$ cat config.mk
export PLATFORM = sky130hd
export DESIGN_NAME = wb_arbiter_flat
export DESIGN_NICKNAME = d
export VERILOG_FILES = /design/src/rtl/wb_arbiter_if.sv /design/src/rtl/wb_arbiter.sv /design/src/flat_wrapper.sv
export SDC_FILE = /design/constraint.sdc
export NUM_CORES = 1
export LEC_CHECK = 0
export ABC_CLOCK_PERIOD_IN_PS = 3000
export CELL_PAD_IN_SITES_DETAIL_PLACEMENT = 1
export CELL_PAD_IN_SITES_GLOBAL_PLACEMENT = 2
export CORE_MARGIN = 3
export CORE_UTILIZATION = 34
export DETAILED_ROUTE_END_ITERATION = 6
export MAX_ROUTING_LAYER = met4
export PLACE_DENSITY = 0.87
export SLEW_MARGIN = 40
export SYNTH_ARGS = -nofsm -noshare
export SYNTH_HDL_FRONTEND = slang
export SYNTH_SLANG_ARGS = --single-unit
$ cat constraint.sdc
create_clock -name clock -period 3 [get_ports clock]
set_input_delay 0.6 -clock clock [delete_from_list [all_inputs] [get_ports clock]]
set_output_delay 0.6 -clock clock [all_outputs]
set_load 0.02 [all_outputs]
$ cat src/rtl/wb_arbiter_if.sv
// Writeback bus between the execution units (mul, ALU/misc, mem) and the
// writeback scheduler. The scheduler uses the slave view; the units, or a
// bench, use the master view.
//
// Handshake: a unit presents a completion by driving x_wb_oper=1 together with
// regdest/writereg/wbvalue. The completion is taken on the rising clock edge
// where x_wb_oper=1 and x_wb_ready=1. x_wb_ready depends only on the
// scheduler's registered state, never combinationally on x_wb_oper. Driving
// x_wb_oper=1 while x_wb_ready=0 is a protocol error, and that completion is
// ignored.
interface wb_arbiter_if #(
  parameter int DATA_W = 32,
  parameter int ADDR_W = 5
);
  logic              mul_wb_oper;
  logic [ADDR_W-1:0] mul_wb_regdest;
  logic              mul_wb_writereg;
  logic [DATA_W-1:0] mul_wb_wbvalue;
  logic              mul_wb_ready;

  logic              am_wb_oper;
  logic [ADDR_W-1:0] am_wb_regdest;
  logic              am_wb_writereg;
  logic [DATA_W-1:0] am_wb_wbvalue;
  logic              am_wb_ready;

  logic              mem_wb_oper;
  logic [ADDR_W-1:0] mem_wb_regdest;
  logic              mem_wb_writereg;
  logic [DATA_W-1:0] mem_wb_wbvalue;
  logic              mem_wb_ready;

  logic              wb_reg_en;
  logic [ADDR_W-1:0] wb_reg_addr;
  logic [DATA_W-1:0] wb_reg_data;
  logic              wb_busy;

  modport slave (
    input  mul_wb_oper, mul_wb_regdest, mul_wb_writereg, mul_wb_wbvalue,
    input  am_wb_oper, am_wb_regdest, am_wb_writereg, am_wb_wbvalue,
    input  mem_wb_oper, mem_wb_regdest, mem_wb_writereg, mem_wb_wbvalue,
    output mul_wb_ready, am_wb_ready, mem_wb_ready,
    output wb_reg_en, wb_reg_addr, wb_reg_data, wb_busy
  );

  modport master (
    output mul_wb_oper, mul_wb_regdest, mul_wb_writereg, mul_wb_wbvalue,
    output am_wb_oper, am_wb_regdest, am_wb_writereg, am_wb_wbvalue,
    output mem_wb_oper, mem_wb_regdest, mem_wb_writereg, mem_wb_wbvalue,
    input  mul_wb_ready, am_wb_ready, mem_wb_ready,
    input  wb_reg_en, wb_reg_addr, wb_reg_data, wb_busy
  );
endinterface

$ cat src/rtl/wb_arbiter.sv
// Writeback scheduler. Each of the three units gets a small completion FIFO.
// A round-robin arbiter drains at most one FIFO head per cycle into a
// registered register-file write port. Source order is mul=0, am=1, mem=2.
module wb_arbiter #(
  parameter int DEPTH  = 2,
  parameter int DATA_W = 32,
  parameter int ADDR_W = 5
) (
  input  logic        clock,
  input  logic        reset,
  wb_arbiter_if.slave bus
);
  localparam int PTR_W = (DEPTH > 1) ? $clog2(DEPTH) : 1;
  localparam int CNT_W = PTR_W + 1;
  localparam int NSRC  = 3;
  localparam logic [CNT_W-1:0] FULL_CNT = CNT_W'(DEPTH);

  logic [NSRC-1:0]   src_oper;
  logic [NSRC-1:0]   src_writereg;
  logic [ADDR_W-1:0] src_regdest [NSRC];
  logic [DATA_W-1:0] src_wbvalue [NSRC];

  logic [ADDR_W-1:0] fifo_addr [NSRC][DEPTH];
  logic [DATA_W-1:0] fifo_data [NSRC][DEPTH];
  logic [PTR_W-1:0]  rd_ptr    [NSRC];
  logic [PTR_W-1:0]  wr_ptr    [NSRC];
  logic [CNT_W-1:0]  count     [NSRC];
  logic [CNT_W-1:0]  count_nxt [NSRC];

  logic [NSRC-1:0]   ready_q;
  logic [NSRC-1:0]   nonempty;
  logic [NSRC-1:0]   store;
  logic [NSRC-1:0]   grant;
  logic [1:0]        grant_idx;
  logic [1:0]        cand;
  logic [1:0]        last_grant;

  logic              wb_reg_en_q;
  logic [ADDR_W-1:0] wb_reg_addr_q;
  logic [DATA_W-1:0] wb_reg_data_q;

  assign src_oper       = {bus.mem_wb_oper, bus.am_wb_oper, bus.mul_wb_oper};
  assign src_writereg   = {bus.mem_wb_writereg, bus.am_wb_writereg, bus.mul_wb_writereg};
  assign src_regdest[0] = bus.mul_wb_regdest;
  assign src_regdest[1] = bus.am_wb_regdest;
  assign src_regdest[2] = bus.mem_wb_regdest;
  assign src_wbvalue[0] = bus.mul_wb_wbvalue;
  assign src_wbvalue[1] = bus.am_wb_wbvalue;
  assign src_wbvalue[2] = bus.mem_wb_wbvalue;

  assign bus.mul_wb_ready = ready_q[0];
  assign bus.am_wb_ready  = ready_q[1];
  assign bus.mem_wb_ready = ready_q[2];
  assign bus.wb_reg_en    = wb_reg_en_q;
  assign bus.wb_reg_addr  = wb_reg_addr_q;
  assign bus.wb_reg_data  = wb_reg_data_q;
  assign bus.wb_busy      = (|nonempty) | wb_reg_en_q;

  // Accepted completions that write no register (writereg=0 or x0) are dropped here.
  always_comb begin
    for (int i = 0; i < NSRC; i++) begin
      nonempty[i] = (count[i] != '0);
      store[i]    = src_oper[i] & ready_q[i] & src_writereg[i] & (src_regdest[i] != '0);
    end
  end

  // Round-robin: the first non-empty source after the last grant wins.
  always_comb begin
    grant     = '0;
    grant_idx = '0;
    cand      = '0;
    for (int k = 1; k <= NSRC; k++) begin
      cand = 2'((32'(last_grant) + 32'(k)) % NSRC);
      if (grant == '0 && nonempty[cand]) begin
        grant[cand] = 1'b1;
        grant_idx   = cand;
      end
    end
  end

  // Next occupancy: enqueue and dequeue in the same cycle cancel out.
  always_comb begin
    for (int i = 0; i < NSRC; i++) begin
      count_nxt[i] = count[i];
      if (store[i] && !grant[i]) begin
        count_nxt[i] = count[i] + CNT_W'(1);
      end else if (!store[i] && grant[i]) begin
        count_nxt[i] = count[i] - CNT_W'(1);
      end
    end
  end

  // Per-source pointers and occupancy. Ready is registered from the next
  // occupancy, so a full FIFO stays not-ready for the cycle it drains.
  always_ff @(posedge clock or posedge reset) begin
    if (reset) begin
      for (int i = 0; i < NSRC; i++) begin
        rd_ptr[i] <= '0;
        wr_ptr[i] <= '0;
        count[i]  <= '0;
      end
      ready_q <= '1;
    end else begin
      for (int i = 0; i < NSRC; i++) begin
        if (store[i]) wr_ptr[i] <= wr_ptr[i] + PTR_W'(1);
        if (grant[i]) rd_ptr[i] <= rd_ptr[i] + PTR_W'(1);
        count[i]   <= count_nxt[i];
        ready_q[i] <= (count_nxt[i] != FULL_CNT);
      end
    end
  end

  // Entry storage. Unreset because a slot is only read while counted valid.
  always_ff @(posedge clock) begin
    for (int i = 0; i < NSRC; i++) begin
      if (store[i]) begin
        fifo_addr[i][wr_ptr[i]] <= src_regdest[i];
        fifo_data[i][wr_ptr[i]] <= src_wbvalue[i];
      end
    end
  end

  // Registered write port and round-robin history. After reset mem counts as
  // the last grant, so mul is served first.
  always_ff @(posedge clock or posedge reset) begin
    if (reset) begin
      wb_reg_en_q   <= 1'b0;
      wb_reg_addr_q <= '0;
      wb_reg_data_q <= '0;
      last_grant    <= 2'd2;
    end else begin
      wb_reg_en_q <= |grant;
      if (|grant) begin
        wb_reg_addr_q <= fifo_addr[grant_idx][rd_ptr[grant_idx]];
        wb_reg_data_q <= fifo_data[grant_idx][rd_ptr[grant_idx]];
        last_grant    <= grant_idx;
      end else begin
        wb_reg_addr_q <= '0;
        wb_reg_data_q <= '0;
      end
    end
  end

  // A unit must never offer a completion while its FIFO refuses it.
  mul_no_overrun: assert property (@(posedge clock) disable iff (reset) !(src_oper[0] && !ready_q[0]));
  am_no_overrun:  assert property (@(posedge clock) disable iff (reset) !(src_oper[1] && !ready_q[1]));
  mem_no_overrun: assert property (@(posedge clock) disable iff (reset) !(src_oper[2] && !ready_q[2]));
endmodule

$ cat src/flat_wrapper.sv
// flat-port wrapper written by rule: the top's interface ports become plain ports
module wb_arbiter_flat 
#(
  parameter int DEPTH  = 2,
  parameter int DATA_W = 32,
  parameter int ADDR_W = 5
)
  (clock, reset, bus_mul_wb_oper, bus_mul_wb_regdest, bus_mul_wb_writereg, bus_mul_wb_wbvalue, bus_am_wb_oper, bus_am_wb_regdest, bus_am_wb_writereg, bus_am_wb_wbvalue, bus_mem_wb_oper, bus_mem_wb_regdest, bus_mem_wb_writereg, bus_mem_wb_wbvalue, bus_mul_wb_ready, bus_am_wb_ready, bus_mem_wb_ready, bus_wb_reg_en, bus_wb_reg_addr, bus_wb_reg_data, bus_wb_busy);
  wb_arbiter_if #(.DATA_W(DATA_W), .ADDR_W(ADDR_W)) bus_i ();
  input  logic clock;
  input  logic reset;
  input wire logic [$bits(bus_i.mul_wb_oper)-1:0] bus_mul_wb_oper;
  input wire logic [$bits(bus_i.mul_wb_regdest)-1:0] bus_mul_wb_regdest;
  input wire logic [$bits(bus_i.mul_wb_writereg)-1:0] bus_mul_wb_writereg;
  input wire logic [$bits(bus_i.mul_wb_wbvalue)-1:0] bus_mul_wb_wbvalue;
  input wire logic [$bits(bus_i.am_wb_oper)-1:0] bus_am_wb_oper;
  input wire logic [$bits(bus_i.am_wb_regdest)-1:0] bus_am_wb_regdest;
  input wire logic [$bits(bus_i.am_wb_writereg)-1:0] bus_am_wb_writereg;
  input wire logic [$bits(bus_i.am_wb_wbvalue)-1:0] bus_am_wb_wbvalue;
  input wire logic [$bits(bus_i.mem_wb_oper)-1:0] bus_mem_wb_oper;
  input wire logic [$bits(bus_i.mem_wb_regdest)-1:0] bus_mem_wb_regdest;
  input wire logic [$bits(bus_i.mem_wb_writereg)-1:0] bus_mem_wb_writereg;
  input wire logic [$bits(bus_i.mem_wb_wbvalue)-1:0] bus_mem_wb_wbvalue;
  output wire logic [$bits(bus_i.mul_wb_ready)-1:0] bus_mul_wb_ready;
  output wire logic [$bits(bus_i.am_wb_ready)-1:0] bus_am_wb_ready;
  output wire logic [$bits(bus_i.mem_wb_ready)-1:0] bus_mem_wb_ready;
  output wire logic [$bits(bus_i.wb_reg_en)-1:0] bus_wb_reg_en;
  output wire logic [$bits(bus_i.wb_reg_addr)-1:0] bus_wb_reg_addr;
  output wire logic [$bits(bus_i.wb_reg_data)-1:0] bus_wb_reg_data;
  output wire logic [$bits(bus_i.wb_busy)-1:0] bus_wb_busy;
  assign bus_i.mul_wb_oper = bus_mul_wb_oper;
  assign bus_i.mul_wb_regdest = bus_mul_wb_regdest;
  assign bus_i.mul_wb_writereg = bus_mul_wb_writereg;
  assign bus_i.mul_wb_wbvalue = bus_mul_wb_wbvalue;
  assign bus_i.am_wb_oper = bus_am_wb_oper;
  assign bus_i.am_wb_regdest = bus_am_wb_regdest;
  assign bus_i.am_wb_writereg = bus_am_wb_writereg;
  assign bus_i.am_wb_wbvalue = bus_am_wb_wbvalue;
  assign bus_i.mem_wb_oper = bus_mem_wb_oper;
  assign bus_i.mem_wb_regdest = bus_mem_wb_regdest;
  assign bus_i.mem_wb_writereg = bus_mem_wb_writereg;
  assign bus_i.mem_wb_wbvalue = bus_mem_wb_wbvalue;
  assign bus_mul_wb_ready = bus_i.mul_wb_ready;
  assign bus_am_wb_ready = bus_i.am_wb_ready;
  assign bus_mem_wb_ready = bus_i.mem_wb_ready;
  assign bus_wb_reg_en = bus_i.wb_reg_en;
  assign bus_wb_reg_addr = bus_i.wb_reg_addr;
  assign bus_wb_reg_data = bus_i.wb_reg_data;
  assign bus_wb_busy = bus_i.wb_busy;
  wb_arbiter #(.DEPTH(DEPTH), .DATA_W(DATA_W), .ADDR_W(ADDR_W)) u_core (.clock(clock), .reset(reset), .bus(bus_i));
endmodule
Yosys cells after proc, flatten, opt, wreduce, memory -nomap -nowiden
Memories as Yosys holds them, arrays and structs flattened.
Cells that the tools add are included.
{ "totals": {"mem_count": 2, "ram_bits": 222, "out_inout_bits": 42, "word_cells": 154, "regBits": 55, "in_bits": 119} }
{ "memory_table": {"columns": ["name", "depth", "width", "rd", "rd_ports_with_merged_regs", "write_ports", "line", "rtl"], "rows": [
  ["u_core.fifo_data", 3, 64, 1, 0, 3, "wb_arbiter.sv:24", "logic [DATA_W-1:0] fifo_data [NSRC][DEPTH];"],
  ["u_core.fifo_addr", 3, 10, 1, 0, 3, "wb_arbiter.sv:23", "logic [ADDR_W-1:0] fifo_addr [NSRC][DEPTH];"]
]} }
{ "op_classes": {"bitwise": 17, "div_mod_pow": 3, "muxes": 56, "magnitude_cmp": 14, "n_addsub": 15, "n_reduce_logical": 30, "n_eq_ne": 3} }
{ "ops": {"columns": ["cell", "count"], "rows": [
  ["two-way mux 32 bit", 7],
  ["two-way mux 64 bit", 3],
  ["demux 32 bit (select 1 bit)", 3],
  ["modulo 32 x 2 -> 32 bit, second input constant", 3],
  ["two-way mux 5 bit", 7],
  ["two-way mux 10 bit", 3],
  ["two-way mux 2 bit", 9],
  ["demux 5 bit (select 1 bit)", 3],
  ["nonzero test 5 bit", 3],
  ["logical AND 1 bit", 14],
  ["two-way mux 1 bit", 11],
  ["AND 1 bit", 9],
  ["< comparator 2 x 3 -> 1 bit, second input constant", 3],
  ["two-way mux 3 bit", 3],
  ["binary-select mux 1 bit (select 2 bit)", 4],
  [">= comparator 2 bit, second input constant", 4],
  ["NOT 1 -> 2 bit", 4],
  ["adder 1 bit, second input constant", 6],
  ["adder 2 x 1 -> 2 bit, second input constant", 3],
  ["adder 2 x 2 -> 3 bit, second input constant", 2],
  ["demux 1 bit (select 2 bit)", 3],
  [">= comparator 2 x 1 -> 1 bit, second input constant", 3],
  ["zero test 1 bit", 6],
  ["zero test 3 bit", 2],
  ["other kinds (10)", 20]
]} }

Logic depth before layout (Yosys ltp)
{ "logic_depth": {"ltp_word": 22, "mapped_depth": 14, "mapped_depth_nobuf": 10} }

Worst setup path after synthesis
OpenSTA, ideal clock, no wires.
{ "synth_timing": {"path_kind": "flip-flop to flip-flop", "from": "reg u_core.last_grant[1]", "to": "reg u_core.wb_reg_data_q[11], in the netlist u_core.bus.wb_reg_data[11]", "path_slack_ns": -0.087, "arrival_time_ns": 2.962, "path_stages_with_launch": 12, "t_required_ns": 2.875, "setup_ns": 0.125, "path_buffers": 1, "synth_period_minus_slack_ns": 3.087, "path_cell_list": "dfstp_2 inv_1 ha_1 a21o_1 a31oi_1 o221ai_1 and4b_1 a211oi_2 a21oi_1 a31oi_4 buf_4 mux2_2"} }
{ "synth_between": {"elab_chain_cells": 22, "word_cells_on_any_way": 50, "cone_classes": "3 x add/sub; 3 x div; 6 x order compare; 25 x mux; 4 x bitwise; 8 x reduce/logical; 1 x memory"} }
{ "synth_rtl": {"columns": ["item", "line", "rtl"], "rows": [
  ["start: declaration", "wb_arbiter.sv:36", "logic [1:0] last_grant;"],
  ["start signal: assignment", "wb_arbiter.sv:136", "last_grant <= grant_idx;"],
  ["adder 2 x 1 -> 3 bit", "wb_arbiter.sv:73", "cand = 2'((32'(last_grant) + 32'(k)) % NSRC);"],
  ["modulo 32 x 2 -> 32 bit", "wb_arbiter.sv:73", null],
  ["< comparator 2 x 3 -> 1 bit (implied by the code) or >= comparator 2 x 1 -> 1 bit (tied branches)", "wb_arbiter.sv:75", "grant[cand] = 1'b1;"],
  ["logical AND 1 bit (implied by the code)", "wb_arbiter.sv:75", null],
  ["two-way mux 1 bit (implied by the code)", "wb_arbiter.sv:75", null],
  ["demux 1 bit (select 2 bit)", null, null],
  ["two-way mux 3 bit", "wb_arbiter.sv:74", "if (grant == '0 && nonempty[cand]) begin"],
  ["zero test 3 bit", "wb_arbiter.sv:74", null],
  ["(+3 left out)", null, null],
  ["logical AND 1 bit", "wb_arbiter.sv:74", null],
  ["two-way mux 2 bit", "wb_arbiter.sv:74", null],
  ["NOT 2 -> 3 bit (implied by the code)", "wb_arbiter.sv:135", "wb_reg_data_q <= fifo_data[grant_idx][rd_ptr[grant_idx]];"],
  ["binary-select mux 1 bit (select 2 bit)", "wb_arbiter.sv:135", null],
  ["two-way mux 1 bit (implied by the code) (2 in series)", "wb_arbiter.sv:135", null],
  ["NOT 1 -> 2 bit (implied by the code)", "wb_arbiter.sv:135", null],
  ["two-way mux 32 bit (implied by the code) (3 in series)", "wb_arbiter.sv:135", null],
  ["two-way mux 32 bit *", "wb_arbiter.sv:133", "if (|grant) begin"],
  ["end signal: assignment", "wb_arbiter.sv:135", null],
  ["end: declaration", "wb_arbiter.sv:40", "logic [DATA_W-1:0] wb_reg_data_q;"]
]} }
Mark *: on every way between the ends. The rest lies on a longest branch, timed or not. The select of a mux whose other input is x is not followed.
A chain may end at the register's enable or synchronous reset.

Worst setup path in the final report
{ "layout_timing": {"from": "reg u_core.last_grant[1]", "to": "reg u_core.wb_reg_data_q[2], in the netlist u_core.bus.wb_reg_data[2]"} }
Same word-level chain as after synthesis.

==> results.md <==
- Status: complete, but fails checks
- Failing checks: negative setup slack
- FFs w/ async S/R, synth: 19.9%
- Die Ht: 186 um
- Max Fclk: 0.326 GHz
- Global route overflow: 0
- First-pass GRT wire length: 45,900 um
- Count of TritonRoute iterations in the first routing pass: 5
- Number of DRC markers in iteration 0: 394
- Routability Congestion: 0.824
- Clk sink count: 277
- Fin nets: 1,136
- Compound-Gate Fraction of Synth Area: 8.53%
- Final setup skew: 23.8 ps
- Adder-Cell Fraction of Synth Area: 0.884%
- Share of cells above drive strength 1: 19.4%
- Biggest area consumer among synthesized cells: edfxtp_1
- Crit path capture type: register
- CP required: 3420 ps
- Final Setup Violations: 37
- Critical Path Fanout Max: 12
- #FFs+latches synth: 277
- Post-synth EDFFs: 222
- Initial Utilization: 34.7%
- Synth Net Count: 916
- Antenna Nets Post-Route: 0
- Synthesized instance count: 790
- Worst hold path type: register to register
- Site row count: 65
- RSZ-0062 raised after global routing: true
- Post-Route WL: 32,000 um
- Area share of and/or/nand/nor cells after synthesis: 10.3%
- CTS tree: done
- Count leader, synth: edfxtp_1
- Vias in the first global route: 7,984
- Die area: 34,700 sq um
- Via density: 5.03
- # IOs: 161
- Relative slew slack: 52.1%
- Synth top area share: 60.4%
- Fin crit share: 102%
- Setup ws final: -66.5 ps
- Clk buf depth: 3
- Final instance area: 15,200 sq um
- Final Hold Viols: 0
- Synth Flop Type: edfxtp_1
- Cts hold-fix bufs: 0
- Least-Margin Pin Slew: 717 ps
- CP Class: register to register
- H-tree depth: 1
- N_diodes: 0
- Largest net degree at the start of global routing: 42
- Initial antenna violation count: 0
- Fin util: 47.9%
- Worst Path Arrival: 3490 ps
- Final Slew Violations: 0
- Fill count: 3,173
- Port Buf Inserts: 160
- WL/cell: 21.8 um
- Post-synth top cells: 222 x edfxtp_1, 161 x nand2_1, 85 x nor2_1, 74 x a311oi_1, 51 x dfrtp_1
- CTS root buffer: clkbuf_16
- Max cap viols: 0
- DP Cell Count: 1,394
- Clock transition at path regs: 60 ps
- Main combinational cell family by area after synthesis: simple AND/OR/NAND/NOR gates
- Post-synthesis sequential area ratio: 72.9%
- Crit start category: register
- Latest clock arrival within the worst-skew pair: 550 ps
- Post-Place Cell Area: 13,700 sq um
- Gr usage total: 17.9%
- DRC Markers: 0
- Post-synthesis mux area share: 3.86%
- Fin cells: 1,469
- Vias: 7,386
- Area growth, synth to finish: 38.0%
- Detail Placement HPWL: 20,400 um
- Min Tclk post-route: 3070 ps
- Ranking of synthesized cells by area: edfxtp_1 60%, dfrtp_1 12%, a311oi_1 5.9%, nand2_1 5.5%, mux2_2 3.2%
- Yosys warnings: 0
- Syn Std Cell Area: 11,000 sq um
- Chip width: 186 um
- Core Box Area: 31,800 sq um
- Post-synthesis area per instance: 14.0 sq um
- XOR/XNOR Fraction of Synth Area: 0.952%
- Number of buffers created by CTS: 30
- Synth cell types: 48
-- layout by cell type, fill, tap and decap left out, types with 3 or more instances in the layout --
cell type | Yosys | final
edfxtp_1 | 222 | 222
bufinv_16 | 0 | 6
xnor2_1 | 10 | 10
a311oi_1 | 74 | 67
dfrtp_1 | 51 | 51
inv_1 | 16 | 14
nor2_4 | 0 | 5
nor3_1 | 5 | 3
buf_12 | 0 | 21
ha_4 | 0 | 3
dfstp_2 | 4 | 4
buf_16 | 0 | 3
clkbuf_16 | 0 | 34
a21oi_2 | 0 | 4
buf_4 | 3 | 41
clkbuf_1 | 21 | 12
nor2_1 | 85 | 80
clkinv_1 | 0 | 4
nand2b_1 | 9 | 8
mux2_2 | 31 | 31
o21ai_0 | 7 | 6
nand2_1 | 161 | 160
or4_1 | 4 | 4
o2111ai_1 | 4 | 3
mux2_4 | 0 | 6
buf_6 | 0 | 7
clkdlybuf4s50_1 | 0 | 159
a311oi_2 | 0 | 7
-- cell families (layout without fill, tap and decap cells) --
| kind of cell | Yosys count | in the layout |
|---|---|---|
| flip-flops | 277 | 277 |
| AO/OA/AOI/OAI | 112 | 112 |
| buffers and inverters | 65 | 309 |
| multiplexers | 38 | 38 |
| AND/OR/NAND/NOR | 278 | 278 |
| XOR/XNOR | 12 | 12 |
| adder cells (fa/ha/maj) | 8 | 8 |
-- critical path, cell delays in order (launching register included) --
cell and delay (ps):
dfstp_2 560, inv_2 60, ha_4 180, a21o_1 170
a31oi_2 230, o221ai_2 130, buf_4 170, and4b_2 230
a211oi_4 250, buf_8 230, a31oi_4 120, buf_4 160
buf_12 150, mux2_4 290
-- final timing paths --
kind,start,depth (start not counted),endpoint,slack [ps]
max in group asynchronous,reset,3,u_core.ready_q[0],1750
worst min-delay path,u_core.count[2],1,u_core.ready_q[1],450
worst max-delay path,u_core.last_grant[1],13,u_core.bus.wb_reg_data[2],-70
min in group asynchronous,reset,2,u_core.bus.wb_reg_data[12],510
worst max register to register,u_core.last_grant[1],13,u_core.bus.wb_reg_data[2],-70
worst min register to register,u_core.count[2],1,u_core.ready_q[1],450
-- flip-flops by register name (all words and copies together) (netlist names) --
signal,flops
u_core.wr_ptr,3
u_core.fifo_addr,30
u_core.fifo_data,192
u_core.ready_q,3
u_core.bus.wb_reg_en,1
u_core.bus.wb_reg_data,32
u_core.bus.wb_reg_addr,5
u_core.last_grant,2
u_core.rd_ptr,3
u_core.count,6
-- area by class of cell --
type                    instances  area, sq um  area share, %
clock buffers                  43          810           5.31
clock inverters                13          231           1.52
inverters                      16         60.1          0.394
multi-input cells             448         2950           19.3
flip-flops and latches        277         8050           52.8
well taps                     435          544           3.57
repair buffers                237         2600           17.1
-- stage by stage --
stage,setup TNS [ps],worst slack [ps],hold WS [ps]
final,-1230,-66.5,445
after global routing,-5200,-169,498
after detailed placement,-2490,-168,442
after floorplan,-3550,-47.9,410
after global placement,0,1.90,428
after CTS,-45.3,-11.0,452
-- metal layers --
layer	track usage (%)	wire, um
met1	22.7	13900
met2	31.7	16400
met3	1.96	1020
met4	3.07	603
met5	-	0
-- repair_timing --
action                                  CTS  global route
gates cloned                              2             6
endpoints found under the setup margin   38            42
setup buffers                             4            11
endpoints found under the hold margin     0             0
resized for setup                        23            45
pin swaps                                 5            22
Power of run 1 is left out: the tool's default activity adds up to more than one toggle a clock period on the data nets, which glitch-free logic cannot reach.
